File: config.mk
export PLATFORM = sky130hd
export DESIGN_NAME = video_timing_gen_mm
export DESIGN_NICKNAME = d
export VERILOG_FILES = /design/src/rtl/video_timing_pkg.sv /design/src/rtl/video_timing_decode.sv /design/src/rtl/video_timing_gen_mm.sv
export SDC_FILE = /design/constraint.sdc
export NUM_CORES = 1
export LEC_CHECK = 0
export CORE_ASPECT_RATIO = 1.25
export CORE_MARGIN = 5
export CORE_UTILIZATION = 44
export DETAILED_ROUTE_END_ITERATION = 10
export PLACE_DENSITY = 0.71
export SYNTH_ARGS = -nofsm -noshare
export SYNTH_HDL_FRONTEND = slang
export SYNTH_SLANG_ARGS = --single-unit
File: constraint.sdc
create_clock -name pixel_clk_in -period 4.8 [get_ports pixel_clk_in]
set_input_delay 0.72 -clock pixel_clk_in [delete_from_list [all_inputs] [get_ports pixel_clk_in]]
set_output_delay 0.72 -clock pixel_clk_in [all_outputs]
set_load 0.01 [all_outputs]
File: src/rtl/video_timing_pkg.sv
// Shared types and timing presets for the multi-mode video timing generator.
package video_timing_pkg;

  localparam int unsigned DEFAULT_CNT_W = 12;
  localparam int unsigned MAX_MODES     = 3;

  typedef logic [DEFAULT_CNT_W-1:0] cnt_t;

  typedef struct packed {
    cnt_t h_active;
    cnt_t h_fp;
    cnt_t h_sync;
    cnt_t h_bp;
    cnt_t v_active;
    cnt_t v_fp;
    cnt_t v_sync;
    cnt_t v_bp;
    logic hs_pol;
    logic vs_pol;
  } timing_t;

  typedef timing_t [MAX_MODES-1:0] mode_table_t;

  function automatic timing_t mk_timing(input int unsigned ha, input int unsigned hf,
                                        input int unsigned hs, input int unsigned hb,
                                        input int unsigned va, input int unsigned vf,
                                        input int unsigned vs, input int unsigned vb,
                                        input logic hp, input logic vp);
    timing_t t;
    t.h_active = cnt_t'(ha);
    t.h_fp     = cnt_t'(hf);
    t.h_sync   = cnt_t'(hs);
    t.h_bp     = cnt_t'(hb);
    t.v_active = cnt_t'(va);
    t.v_fp     = cnt_t'(vf);
    t.v_sync   = cnt_t'(vs);
    t.v_bp     = cnt_t'(vb);
    t.hs_pol   = hp;
    t.vs_pol   = vp;
    return t;
  endfunction

  function automatic cnt_t total_w(input timing_t t);
    return t.h_active + t.h_fp + t.h_sync + t.h_bp;
  endfunction

  function automatic cnt_t total_l(input timing_t t);
    return t.v_active + t.v_fp + t.v_sync + t.v_bp;
  endfunction

  // Concatenation order puts mode 2 in the MSBs, so index 0 is the last entry.
  localparam mode_table_t MODE_TABLE = {
    mk_timing(1920, 88, 44, 148, 1080, 4, 5, 36, 1'b1, 1'b1),
    mk_timing(640, 16, 96, 48, 480, 10, 2, 33, 1'b0, 1'b0),
    mk_timing(1280, 110, 40, 220, 720, 5, 5, 20, 1'b1, 1'b1)
  };

endpackage

File: src/rtl/video_timing_decode.sv
// Combinational sync / active-draw / new-frame decode from the pixel counters.
module video_timing_decode
  import video_timing_pkg::*;
#(
  parameter int unsigned CNT_W = DEFAULT_CNT_W
) (
  input  logic [CNT_W-1:0] hcount_in,
  input  logic [CNT_W-1:0] vcount_in,
  input  timing_t          timing_in,
  input  logic             rst_in,
  output logic             hs_out,
  output logic             vs_out,
  output logic             ad_out,
  output logic             nf_out
);

  logic [CNT_W-1:0] h_act, v_act, hs_beg, hs_end, vs_beg, vs_end;
  logic             in_hs, in_vs;

  always_comb begin
    h_act  = CNT_W'(timing_in.h_active);
    v_act  = CNT_W'(timing_in.v_active);
    hs_beg = CNT_W'(timing_in.h_active + timing_in.h_fp);
    hs_end = hs_beg + CNT_W'(timing_in.h_sync);
    vs_beg = CNT_W'(timing_in.v_active + timing_in.v_fp);
    vs_end = vs_beg + CNT_W'(timing_in.v_sync);
    in_hs  = (hcount_in >= hs_beg) && (hcount_in < hs_end);
    in_vs  = (vcount_in >= vs_beg) && (vcount_in < vs_end);
    hs_out = in_hs ? timing_in.hs_pol : ~timing_in.hs_pol;
    vs_out = in_vs ? timing_in.vs_pol : ~timing_in.vs_pol;
    ad_out = ~rst_in && (hcount_in < h_act) && (vcount_in < v_act);
    nf_out = ~rst_in && (hcount_in == h_act) && (vcount_in == v_act);
  end

endmodule

File: src/rtl/video_timing_gen_mm.sv
// Multi-mode video timing generator with frame-aligned runtime mode switching.
// Optional per-line interrupt enabled by defining VIDEO_TIMING_LINE_IRQ_EN.
module video_timing_gen_mm
  import video_timing_pkg::*;
#(
  parameter int unsigned NUM_MODES    = 3,
  parameter int unsigned DEFAULT_MODE = 0,
  parameter int unsigned CNT_W        = DEFAULT_CNT_W,
  parameter int unsigned FPS          = 60,
  parameter mode_table_t TIMINGS      = MODE_TABLE
) (
  input  logic                         pixel_clk_in,
  input  logic                         rst_in,
  input  logic [$clog2(NUM_MODES)-1:0] mode_sel_in,
  input  logic                         mode_req_in,
  output logic                         mode_ack_out,
  output logic [$clog2(NUM_MODES)-1:0] mode_out,
  output logic [CNT_W-1:0]             hcount_out,
  output logic [CNT_W-1:0]             vcount_out,
  output logic                         hs_out,
  output logic                         vs_out,
  output logic                         ad_out,
  output logic                         nf_out,
  output logic [$clog2(FPS)-1:0]       fc_out
`ifdef VIDEO_TIMING_LINE_IRQ_EN
  ,
  input  logic [CNT_W-1:0]             line_match_in,
  output logic                         line_irq_out
`endif
);

  localparam int unsigned ModeW = $clog2(NUM_MODES);
  localparam int unsigned FcW   = $clog2(FPS);
  localparam logic [ModeW:0] NumModes = (ModeW + 1)'(NUM_MODES);

  logic [CNT_W-1:0] h_q, h_d, v_q, v_d;
  logic [ModeW-1:0] mode_q, mode_d, pend_idx_q, pend_idx_d;
  logic [FcW-1:0]   fc_q, fc_d;
  logic             pend_q, pend_d, ack_q, ack_d;

  timing_t          cur;
  logic [CNT_W-1:0] tw, tl, h_act, v_act;
  logic             h_last, v_last, boundary, req_ok, fc_step;

  always_comb begin
    cur      = TIMINGS[mode_q];
    tw       = CNT_W'(total_w(cur));
    tl       = CNT_W'(total_l(cur));
    h_act    = CNT_W'(cur.h_active);
    v_act    = CNT_W'(cur.v_active);
    h_last   = (h_q == tw - CNT_W'(1));
    v_last   = (v_q == tl - CNT_W'(1));
    boundary = h_last && v_last && pend_q;
    req_ok   = mode_req_in && ({1'b0, mode_sel_in} < NumModes);
    fc_step  = (h_q == h_act - CNT_W'(1)) && (v_q == v_act);
  end

  always_comb begin
    h_d        = h_q;
    v_d        = v_q;
    mode_d     = mode_q;
    fc_d       = fc_q;
    pend_d     = pend_q;
    pend_idx_d = pend_idx_q;
    ack_d      = 1'b0;
    if (req_ok) begin
      pend_d     = 1'b1;
      pend_idx_d = mode_sel_in;
    end
    if (boundary) begin
      h_d    = '0;
      v_d    = '0;
      mode_d = pend_idx_q;
      fc_d   = '0;
      ack_d  = 1'b1;
      // A request landing on the boundary cycle waits for the next frame.
      pend_d = req_ok;
    end else begin
      if (h_last) begin
        h_d = '0;
        v_d = v_last ? '0 : v_q + CNT_W'(1);
      end else begin
        h_d = h_q + CNT_W'(1);
      end
      if (fc_step) begin
        fc_d = (fc_q == FcW'(FPS - 1)) ? '0 : fc_q + FcW'(1);
      end
    end
  end

  always_ff @(posedge pixel_clk_in) begin
    if (rst_in) begin
      h_q        <= '0;
      v_q        <= '0;
      mode_q     <= ModeW'(DEFAULT_MODE);
      fc_q       <= '0;
      pend_q     <= 1'b0;
      pend_idx_q <= '0;
      ack_q      <= 1'b0;
    end else begin
      h_q        <= h_d;
      v_q        <= v_d;
      mode_q     <= mode_d;
      fc_q       <= fc_d;
      pend_q     <= pend_d;
      pend_idx_q <= pend_idx_d;
      ack_q      <= ack_d;
    end
  end

  video_timing_decode #(
    .CNT_W (CNT_W)
  ) u_decode (
    .hcount_in (h_q),
    .vcount_in (v_q),
    .timing_in (cur),
    .rst_in    (rst_in),
    .hs_out    (hs_out),
    .vs_out    (vs_out),
    .ad_out    (ad_out),
    .nf_out    (nf_out)
  );

`ifdef VIDEO_TIMING_LINE_IRQ_EN
  logic line_irq_q, line_irq_d;

  always_comb begin
    line_irq_d = (h_q == '0) && (v_q == line_match_in) && (line_match_in < tl);
  end

  always_ff @(posedge pixel_clk_in) begin
    if (rst_in) begin
      line_irq_q <= 1'b0;
    end else begin
      line_irq_q <= line_irq_d;
    end
  end

  assign line_irq_out = line_irq_q;
`endif

  assign mode_ack_out = ack_q;
  assign mode_out     = mode_q;
  assign hcount_out   = h_q;
  assign vcount_out   = v_q;
  assign fc_out       = fc_q;

endmodule

==> flow_summary.html, run 1 <==
<table>
<tr><th>Metric</th><th>Value</th></tr>
<tr><th colspan="2">Floorplan</th></tr>
<tr><td>Top-level port count</td><td>42</td></tr>
<tr><td>Placement row count</td><td>34</td></tr>
<tr><td>Die width</td><td>85.6 um</td></tr>
<tr><td>Area of the die</td><td>8940 um^2</td></tr>
<tr><td>Core area</td><td>6980 um^2</td></tr>
<tr><td>Vertical extent of the die</td><td>104 um</td></tr>
<tr><td>Initial Util</td><td>0.450</td></tr>
<tr><th colspan="2">Clocking</th></tr>
<tr><td>Max Buffers Root-to-Sink</td><td>2</td></tr>
<tr><td>CTS buffer count</td><td>5</td></tr>
<tr><td>Hold buffers post-CTS</td><td>0</td></tr>
<tr><td>Setup repair bufs after CTS</td><td>0</td></tr>
<tr><td>CTS tree</td><td>yes</td></tr>
<tr><td>Resized cells post-CTS</td><td>0</td></tr>
<tr><td>Root Buffer Master</td><td>clkbuf_8</td></tr>
<tr><td>CTS H-tree depth</td><td>2</td></tr>
<tr><td>Clock-pin slew reported for the worst setup and hold paths after clock tree synthesis</td><td>80 ps</td></tr>
<tr><td>Clock latency on the worst-skew pair</td><td>300 ps</td></tr>
<tr><td># clock sinks</td><td>36</td></tr>
<tr><th colspan="2">Worst setup path</th></tr>
<tr><td>Worst path slowest cell</td><td>clkdlybuf4s50_1</td></tr>
<tr><td>Worst Setup End Kind</td><td>output port</td></tr>
<tr><td>CP max stage delay</td><td>560 ps</td></tr>
<tr><td>Worst path arrival time</td><td>3800 ps</td></tr>
<tr><td>Maximum fanout count along the critical path</td><td>8</td></tr>
<tr><td>Category of the worst setup path launch point</td><td>flop</td></tr>
<tr><td>Crit path kind</td><td>flop to output port</td></tr>
<tr><td>Worst-path cell chain</td><td>inv_1 &gt; ha_1 &gt; inv_1 &gt; ha_1 &gt; inv_1 &gt; ha_1 &gt; nor2b_1 &gt; o2111ai_1 &gt; a21oi_1 &gt; a2111oi_0 &gt; xor2_1 &gt; clkdlybuf4s50_1</td></tr>
<tr><td>WP data required</td><td>4080 ps</td></tr>
<tr><th colspan="2">Placed design</th></tr>
<tr><td>Count of input and output buffers</td><td>41</td></tr>
<tr><td>Gpl congestion</td><td>0.906</td></tr>
<tr><td>Half-perimeter wire length after placement</td><td>6380 um</td></tr>
<tr><th colspan="2">Finish</th></tr>
<tr><td>Sequential cell area</td><td>721 um^2</td></tr>
<tr><td># diodes</td><td>0</td></tr>
<tr><td>Area added between synthesis and finish</td><td>19.1%</td></tr>
<tr><td>Fill cell total of the finished layout</td><td>682</td></tr>
<tr><td>Footprint of the multi-input gates</td><td>2300 um^2</td></tr>
<tr><td>Final #Nets</td><td>485</td></tr>
<tr><td>Fraction of layout instances using a drive strength above 1</td><td>0.0476</td></tr>
<tr><th colspan="2">Synth</th></tr>
<tr><td>#FFs+latches synth</td><td>36</td></tr>
<tr><td>Leading cell types by total area after synthesis</td><td>ha_1 (24%), dfxtp_1 (23%), xor2_1 (5.6%), nor2_1 (5.5%), nand3_1 (3.7%)</td></tr>
<tr><td>Synthesized net count</td><td>440</td></tr>
<tr><td>Most numerous cell in the Yosys netlist</td><td>ha_1</td></tr>
<tr><td>Fraction of synthesized cell area taken by the top area cell type</td><td>0.243</td></tr>
<tr><td>Netlist Area Pre-Place</td><td>3140 um^2</td></tr>
<tr><td>Proportion of synthesized flip-flops having asynchronous set or reset</td><td>0</td></tr>
<tr><td>Instance count of the mapped netlist</td><td>374</td></tr>
<tr><td>Leading area contributor after synthesis</td><td>ha_1</td></tr>
<tr><td>Number of enable flip-flop cells after synthesis</td><td>0</td></tr>
<tr><td>Unique cell type count in the Yosys netlist</td><td>46</td></tr>
<tr><td>Sequential cell area fraction in the yosys report</td><td>0.229</td></tr>
<tr><td>Number of synthesis warnings</td><td>0</td></tr>
<tr><td>Commonest register cell after synthesis</td><td>dfxtp_1</td></tr>
<tr><td>Average instance area after synthesis</td><td>8.40 um^2</td></tr>
<tr><td>Commonest cells in the netlist</td><td>ha_1 (61), nor2_1 (46), dfxtp_1 (36)</td></tr>
<tr><th colspan="2">Power and ir drop</th></tr>
<tr><td>Peak ir drop on the vdd network</td><td>0.134 mV</td></tr>
<tr><td>Post-layout power</td><td>567 uW</td></tr>
<tr><td>Static leakage</td><td>0.00162 uW</td></tr>
<tr><td>P per Cell Area</td><td>152 nW/um^2</td></tr>
<tr><th colspan="2">Outcome</th></tr>
<tr><td>Run status</td><td>finished clean</td></tr>
<tr><th colspan="2">Global route</th></tr>
<tr><td>Pin count of the biggest net entering global routing</td><td>14</td></tr>
<tr><td>Overall overflow remaining after global route</td><td>0</td></tr>
<tr><td>Total global-route track usage</td><td>0.193</td></tr>
<tr><td>Wire length of the first global-routing pass</td><td>13900 um</td></tr>
<tr><td>Vias in the first global route</td><td>2840</td></tr>
<tr><td>Antenna violations before repair</td><td>0</td></tr>
<tr><th colspan="2">Timing</th></tr>
<tr><td>Worst slew margin relative to its limit</td><td>0.543</td></tr>
<tr><td>Maximum clock rate</td><td>221 MHz</td></tr>
<tr><td>Unrepaired setup endpoints after global routing</td><td>no</td></tr>
<tr><td>Final period util</td><td>0.942</td></tr>
<tr><td>Slew at the pin closest to its max-slew limit</td><td>669 ps</td></tr>
<tr><td>Count of pins over their slew limit</td><td>0</td></tr>
<tr><td>Worst Skew</td><td>11.4 ps</td></tr>
<tr><td>Final Hold Vio Count</td><td>0</td></tr>
<tr><td>Setup TNS</td><td>0 ps</td></tr>
<tr><td>Final min period</td><td>4520 ps</td></tr>
<tr><td>Setup-violating endpoint count in the final report</td><td>0</td></tr>
<tr><th colspan="2">Detailed routing</th></tr>
<tr><td>DRC</td><td>0</td></tr>
<tr><td>DRT Pass-1 Iters</td><td>4</td></tr>
<tr><td>Total via count after detailed routing</td><td>2880</td></tr>
<tr><td>Antenna Violating Nets Remaining</td><td>0</td></tr>
<tr><td>Starting DRT DRC Count</td><td>88</td></tr>
<tr><td>Via/cell ratio</td><td>5.65</td></tr>
<tr><td>Final Routed Wirelength</td><td>8360 um</td></tr>
<tr><td>Wire length per cell after detailed routing</td><td>16.4 um</td></tr>
<tr><th colspan="2">Min path</th></tr>
<tr><td>Worst min path class</td><td>flop to flop</td></tr>
<tr><th colspan="2">Job</th></tr>
<tr><td>Maxcap violations</td><td>0</td></tr>
</table>
==> stage by stage <==
| stage | hold WS (ps) | cells | setup slack (ps) | util | cell area [um^2] |
|---|---|---|---|---|---|
| final | 500 | 510 | 279 | 0.536 | 3740 |
| after global routing | 521 | 510 | 55.1 | 0.536 | 3740 |
| after CTS | 502 | 510 | 253 | 0.536 | 3740 |
| after detailed placement | 491 | 502 | 586 | 0.524 | 3660 |
| after global placement | 474 | 502 | 705 | 0.524 | 3660 |
| after floorplan | 461 | 374 | 1230 | - | 3140 |
==> flip-flops by register name, summed over array words and instances, names as in the netlist <==
| signal | cells |
|---|---|
| fc_out | 6 |
| mode_out | 2 |
| mode_ack_out | 1 |
| pend_idx_q | 2 |
| pend_q | 1 |
| vcount_out | 12 |
| hcount_out | 12 |
==> power by group <==
group	internal [uW]	switching [uW]	total, uW	leakage [uW]
Sequential	302	4.85	307	0.000291
Clock	104	123	227	0.0000424
Combinational	15.9	16.9	32.8	0.00129
==> metal layers <==
layer / GRT usage / share of wire / up-vias
li1: - / - / 1439
met1: 0.234 / 0.44 / 1345
met2: 0.328 / 0.49 / 73
met3: 0.0388 / 0.044 / 23
met4: 0.0814 / 0.031 / 0
met5: 0 / 0 / -
==> critical path, delay by kind of cell (launching register included) <==
kind                       cells  cell delay, ps
AOI/OAI and AO/OA              3             760
xor gates and xnor gates       1             210
adders and majority gates      3             840
buffers and inverters          4            1090
DFF                            1             480
and+or+nand+nor                1             120
==> kinds of logic after synthesis <==
family / Yosys count / synth area share
AO/OA/AOI/OAI: 59 / 0.132
XOR/XNOR: 34 / 0.0972
adder cells (fa/ha/maj): 61 / 0.243
buffers and inverters: 29 / 0.0370
flip-flops: 36 / 0.229
multiplexers: 2 / 0.00637
AND/OR/NAND/NOR: 153 / 0.255
==> placed cells by master, fill, tap and decap left out, types with 3 or more instances in the layout <==
master	count
inv_1	23
nor2b_1	6
ha_1	61
nor4_1	5
xnor2_1	13
nand2b_1	6
and3_1	7
nor2_1	46
and3_2	3
xor2_1	20
or3_1	3
o21a_1	3
nor3_1	10
a21oi_1	17
o2111ai_1	3
nand4_1	9
or4_1	3
buf_4	3
a21o_1	5
dfxtp_1	36
nand3_1	23
o21ai_0	12
nand2_1	18
clkbuf_8	5
clkdlybuf4s50_1	41
a211oi_1	4
==> cell type report <==
| cell class | instances | area share |
|---|---|---|
| Timing Repair Buffer | 44 | 0.116 |
| Clock inverter | 1 | 0.00234 |
| Inverter | 23 | 0.0231 |
| Tap cell | 90 | 0.0301 |
| Clock buffer | 7 | 0.0204 |
| Sequential cell | 36 | 0.193 |
| Multi-Input combinational cell | 309 | 0.616 |
==> worst paths after layout <==
kind	start	to	slack, ps	cells past startpoint
min	fc_out[1]	fc_out[1]	500	2
min reg2reg	fc_out[1]	fc_out[1]	500	2
max	mode_out[0]	hs_out	280	12
max reg2reg	mode_out[0]	vcount_out[6]	1320	11
Power figures use the tool's default switching activity.
==> run 2, diff against run 1 <==
- PLACE_DENSITY: 0.71 -> 0.68
- SYNTH_HIERARCHICAL: unset -> 1
- clock period: 4.8 -> 4.6 ns (I/O delays scaled with it)
==> run 2 against run 1 <==
  * The run now ends with negative setup slack left
  * Total power increased by 120%
  * Clock-buffer cell count decreased by 2
  * Wire length increased by 89%
  * Setup slack got worse by 790 ps
  * Worst hold slack got worse by 5.2 ps
  * Flip-flop and latch count unchanged
  * Critical path depth increased by 10
  * Critical endpoint is now vs_out
  * Highest routed layer unchanged
==> flow_summary.html, run 2 <==
<table>
<tr><th>Metric</th><th>Value</th></tr>
<tr><th colspan="2">Detailed routing</th></tr>
<tr><td>Starting DRT DRC Count</td><td>277 (was 88)</td></tr>
<tr><td>Wire length per cell after detailed routing</td><td>14.5 um (was 16.4 um)</td></tr>
<tr><td>Final Routed Wirelength</td><td>15800 um (was 8360 um)</td></tr>
<tr><td>DRC</td><td>0 (unchanged)</td></tr>
<tr><td>Antenna Violating Nets Remaining</td><td>0 (unchanged)</td></tr>
<tr><td>Total via count after detailed routing</td><td>5881 (was 2880)</td></tr>
<tr><td>Via/cell ratio</td><td>5.40 (was 5.65)</td></tr>
<tr><td>DRT Pass-1 Iters</td><td>5 (was 4)</td></tr>
<tr><th colspan="2">Floorplan</th></tr>
<tr><td>Vertical extent of the die</td><td>139 um (was 104 um)</td></tr>
<tr><td>Area of the die</td><td>15800 um^2 (was 8940 um^2)</td></tr>
<tr><td>Core area</td><td>13200 um^2 (was 6980 um^2)</td></tr>
<tr><td>Initial Util</td><td>0.446 (was 0.450)</td></tr>
<tr><td>Placement row count</td><td>47 (was 34)</td></tr>
<tr><td>Top-level port count</td><td>42 (unchanged)</td></tr>
<tr><td>Die width</td><td>114 um (was 85.6 um)</td></tr>
<tr><th colspan="2">Global route</th></tr>
<tr><td>Antenna violations before repair</td><td>0 (unchanged)</td></tr>
<tr><td>Pin count of the biggest net entering global routing</td><td>15 (was 14)</td></tr>
<tr><td>Total global-route track usage</td><td>0.198 (was 0.193)</td></tr>
<tr><td>Wire length of the first global-routing pass</td><td>26100 um (was 13900 um)</td></tr>
<tr><td>Overall overflow remaining after global route</td><td>0 (unchanged)</td></tr>
<tr><td>Vias in the first global route</td><td>5635 (was 2840)</td></tr>
<tr><th colspan="2">Power and ir drop</th></tr>
<tr><td>Peak ir drop on the vdd network</td><td>0.139 mV (was 0.134 mV)</td></tr>
<tr><td>Static leakage</td><td>0.00354 uW (was 0.00162 uW)</td></tr>
<tr><td>Clk pwr share</td><td>0.272 (was 0.401)</td></tr>
<tr><td>P per Cell Area</td><td>162 nW/um^2 (was 152 nW/um^2)</td></tr>
<tr><td>Internal power</td><td>808 uW (was 422 uW)</td></tr>
<tr><td>Sequential power share</td><td>0.259 (was 0.541)</td></tr>
<tr><td>Net switching power</td><td>436 uW (was 145 uW)</td></tr>
<tr><td>Combinational cell fraction of total power</td><td>0.469 (was 0.058)</td></tr>
<tr><td>Switching power as a share of total power</td><td>0.351 (was 0.256)</td></tr>
<tr><td>Post-layout power</td><td>1240 uW (was 567 uW)</td></tr>
<tr><th colspan="2">Clocking</th></tr>
<tr><td>Hold buffers post-CTS</td><td>0 (unchanged)</td></tr>
<tr><td># clock sinks</td><td>36 (unchanged)</td></tr>
<tr><td>Clock-pin slew reported for the worst setup and hold paths after clock tree synthesis</td><td>60 ps (was 80 ps)</td></tr>
<tr><td>Root Buffer Master</td><td>clkbuf_16 (was clkbuf_8)</td></tr>
<tr><td>CTS buffer count</td><td>5 (unchanged)</td></tr>
<tr><td>CTS H-tree depth</td><td>2 (unchanged)</td></tr>
<tr><td>Max Buffers Root-to-Sink</td><td>2 (unchanged)</td></tr>
<tr><td>Clock latency on the worst-skew pair</td><td>280 ps (was 300 ps)</td></tr>
<tr><td>CTS tree</td><td>yes (unchanged)</td></tr>
<tr><th colspan="2">Synth</th></tr>
<tr><td>Number of synthesis warnings</td><td>6 (was 0)</td></tr>
<tr><td>#FFs+latches synth</td><td>36 (unchanged)</td></tr>
<tr><td>Leading cell types by total area after synthesis</td><td>ha_1 (28%), dfxtp_1 (12%), xor2_1 (5.3%), xnor2_1 (4.7%), inv_1 (3.9%) (was ha_1 (24%), dfxtp_1 (23%), xor2_1 (5.6%), nor2_1 (5.5%), nand3_1 (3.7%))</td></tr>
<tr><td>Combinational family with the most area after synthesis</td><td>adder cells (was simple AND/OR/NAND/NOR gates)</td></tr>
<tr><td>Sequential cell area fraction in the yosys report</td><td>0.122 (was 0.229)</td></tr>
<tr><td>Synthesized-area fraction occupied by ao, oa, aoi and oai cells</td><td>0.210 (was 0.132)</td></tr>
<tr><td>Commonest cells in the netlist</td><td>ha_1 (130), inv_1 (61), nor2_1 (45) (was ha_1 (61), nor2_1 (46), dfxtp_1 (36))</td></tr>
<tr><td>Xor/xnor cell area share of the yosys netlist</td><td>0.101 (was 0.0972)</td></tr>
<tr><td>Commonest register cell after synthesis</td><td>dfxtp_1 (unchanged)</td></tr>
<tr><td>Leading area contributor after synthesis</td><td>ha_1 (unchanged)</td></tr>
<tr><td>Number of enable flip-flop cells after synthesis</td><td>0 (unchanged)</td></tr>
<tr><td>Fraction of synthesized cell area taken by the top area cell type</td><td>0.276 (was 0.243)</td></tr>
<tr><td>Average instance area after synthesis</td><td>8.04 um^2 (was 8.40 um^2)</td></tr>
<tr><td>Netlist Area Pre-Place</td><td>5900 um^2 (was 3140 um^2)</td></tr>
<tr><td>Proportion of synthesized flip-flops having asynchronous set or reset</td><td>0 (unchanged)</td></tr>
<tr><td>Unique cell type count in the Yosys netlist</td><td>73 (was 46)</td></tr>
<tr><td>Instance count of the mapped netlist</td><td>734 (was 374)</td></tr>
<tr><td>Mux cell area share after synthesis</td><td>0.00170 (was 0.00637)</td></tr>
<tr><td>Simple-gate area share of the yosys netlist</td><td>0.220 (was 0.255)</td></tr>
<tr><td>Most numerous cell in the Yosys netlist</td><td>ha_1 (unchanged)</td></tr>
<tr><td>Adder and majority gate portion of the synthesized area</td><td>0.289 (was 0.243)</td></tr>
<tr><th colspan="2">Worst setup path</th></tr>
<tr><td>Category of the worst setup path launch point</td><td>flop (unchanged)</td></tr>
<tr><td>Maximum fanout count along the critical path</td><td>5 (was 8)</td></tr>
<tr><td>Worst path arrival time</td><td>4420 ps (was 3800 ps)</td></tr>
<tr><td>Crit path kind</td><td>flop to output port (unchanged)</td></tr>
<tr><td>WP data required</td><td>3910 ps (was 4080 ps)</td></tr>
<tr><td>Worst Setup End Kind</td><td>output port (unchanged)</td></tr>
<tr><td>Worst reg2reg setup slack</td><td>1520 ps (was 1320 ps)</td></tr>
<tr><th colspan="2">Placed design</th></tr>
<tr><td>Count of input and output buffers</td><td>41 (unchanged)</td></tr>
<tr><td>Cell area after placement</td><td>7360 um^2 (was 3660 um^2)</td></tr>
<tr><td>Place WS</td><td>-825 ps (was 586 ps)</td></tr>
<tr><td>Total placed cells including tap cells</td><td>1073 (was 502)</td></tr>
<tr><td>Gpl congestion</td><td>0.892 (was 0.906)</td></tr>
<tr><td>Half-perimeter wire length after placement</td><td>12400 um (was 6380 um)</td></tr>
<tr><th colspan="2">Timing</th></tr>
<tr><td>Unrepaired setup endpoints after global routing</td><td>yes (was no)</td></tr>
<tr><td>Final min period</td><td>5110 ps</td></tr>
<tr><td>WHS</td><td>495 ps (was 500 ps)</td></tr>
<tr><td>Final period util</td><td>1.11</td></tr>
<tr><td>Maximum clock rate</td><td>196 MHz</td></tr>
<tr><td>Final Hold Vio Count</td><td>0 (unchanged)</td></tr>
<tr><td>Slew at the pin closest to its max-slew limit</td><td>837 ps (was 669 ps)</td></tr>
<tr><td>Worst slew margin relative to its limit</td><td>0.441 (was 0.543)</td></tr>
<tr><td>Count of pins over their slew limit</td><td>0 (unchanged)</td></tr>
<tr><td>Worst Skew</td><td>9.11 ps (was 11.4 ps)</td></tr>
<tr><td>Worst Slack Setup Final</td><td>-513 ps (was 279 ps)</td></tr>
<tr><td>Setup-violating endpoint count in the final report</td><td>2 (was 0)</td></tr>
<tr><th colspan="2">Outcome</th></tr>
<tr><td>Run status</td><td>finished with violations (was finished clean)</td></tr>
<tr><td>Violated checks</td><td>negative setup slack</td></tr>
<tr><th colspan="2">Finish</th></tr>
<tr><td>Fill cell total of the finished layout</td><td>1251 (was 682)</td></tr>
<tr><td>Final #Nets</td><td>1057 (was 485)</td></tr>
<tr><td>Number of standard cells in the layout, taps in and fillers out</td><td>1090 (was 510)</td></tr>
<tr><td>Fraction of layout instances using a drive strength above 1</td><td>0.161 (was 0.0476)</td></tr>
<tr><td>Most common cell after layout, fill and taps aside</td><td>ha_1 (unchanged)</td></tr>
<tr><td>Most used cells in the layout excluding fill and tap cells</td><td>ha_1 (121), buf_4 (95), conb_1 (61) (was ha_1 (61), nor2_1 (46), clkdlybuf4s50_1 (41))</td></tr>
<tr><td>Post-route cell area</td><td>7670 um^2 (was 3740 um^2)</td></tr>
<tr><td>Area added between synthesis and finish</td><td>30.0% (was 19.1%)</td></tr>
<tr><td># diodes</td><td>0 (unchanged)</td></tr>
<tr><th colspan="2">Job</th></tr>
<tr><td>Maxcap violations</td><td>0 (unchanged)</td></tr>
<tr><th colspan="2">Min path</th></tr>
<tr><td>Worst min path class</td><td>flop to flop (unchanged)</td></tr>
</table>
## run 2: per-stage QoR
stage	TNS, ps	utilization
6_report	-1020	0.580
4_1_cts	-1070	0.575
5_1_grt	-1580	0.580
2_1_floorplan	-1330	-
3_3_place_gp	-1350	0.556
3_5_place_dp	-1550	0.556
## run 2: final timing paths
check	cells after the start	from	end
worst max-delay path	22	mode_out[1]	vs_out
worst min-delay path	2	fc_out[0]	fc_out[0]
worst max register to register	8	mode_out[1]	fc_out[4]
worst min register to register	2	fc_out[0]	fc_out[0]
## run 2: repair_timing
action                     in CTS  in global routing
setup endpoints to repair       2                  2
resized for setup              24                  7
pin swaps                      22                 11
hold endpoints to repair        0                  0
setup buffers                   7                  2
## run 2: cell type report
cell class	count	area, um^2	share of cell area
Clock buffer	5	125	0.0163
Clock inverter	3	18.8	0.00245
Inverter	61	233	0.0303
Multi-Input combinational cell	677	5230	0.682
Sequential cell	36	724	0.0945
Tap cell	171	214	0.0279
Timing Repair Buffer	137	1120	0.147
## run 2: power groups by stage
stage | clock [uW] | combinational (uW) | sequential (uW)
after floorplan | 0 | 371 | 328
after global placement | 0 | 524 | 330
after detailed placement | 0 | 535 | 330
after CTS | 342 | 556 | 323
after global routing | 360 | 657 | 323
final | 338 | 584 | 323
## run 2: layer usage
metal	routed length [um]	vias up	GRT usage
met4	386	0	0.0563
li1	-	3032	-
met5	0	-	0
met2	7880	96	0.360
met3	429	27	0.0187
met1	7080	2726	0.244
## run 2: cell families (layout without fill, tap and decap cells)
kind of cell    count (synthesis)  after routing
flops                          36             36
other cells                     1             61
buf+inv                        81            206
fa+ha+maj                     134            134
xor+xnor                       68             68
mux                             1              1
compound gates                181            181
simple gates                  232            232
## run 2: critical path, stage by stage, from the launching register on
cell	delay (ps)
dfxtp_4	360
clkinvlp_4	140
ha_4	190
or2_4	260
ha_4	240
a21oi_2	130
o211ai_1	120
and3_4	190
o21a_1	180
nor2_2	140
xnor2_1	140
ha_2	210
nand2_2	70
o31ai_4	220
xnor2_1	100
xnor2_1	170
ha_1	270
and4_1	230
buf_4	130
a311oi_1	230
o31ai_1	120
xor2_1	150
buf_2	150
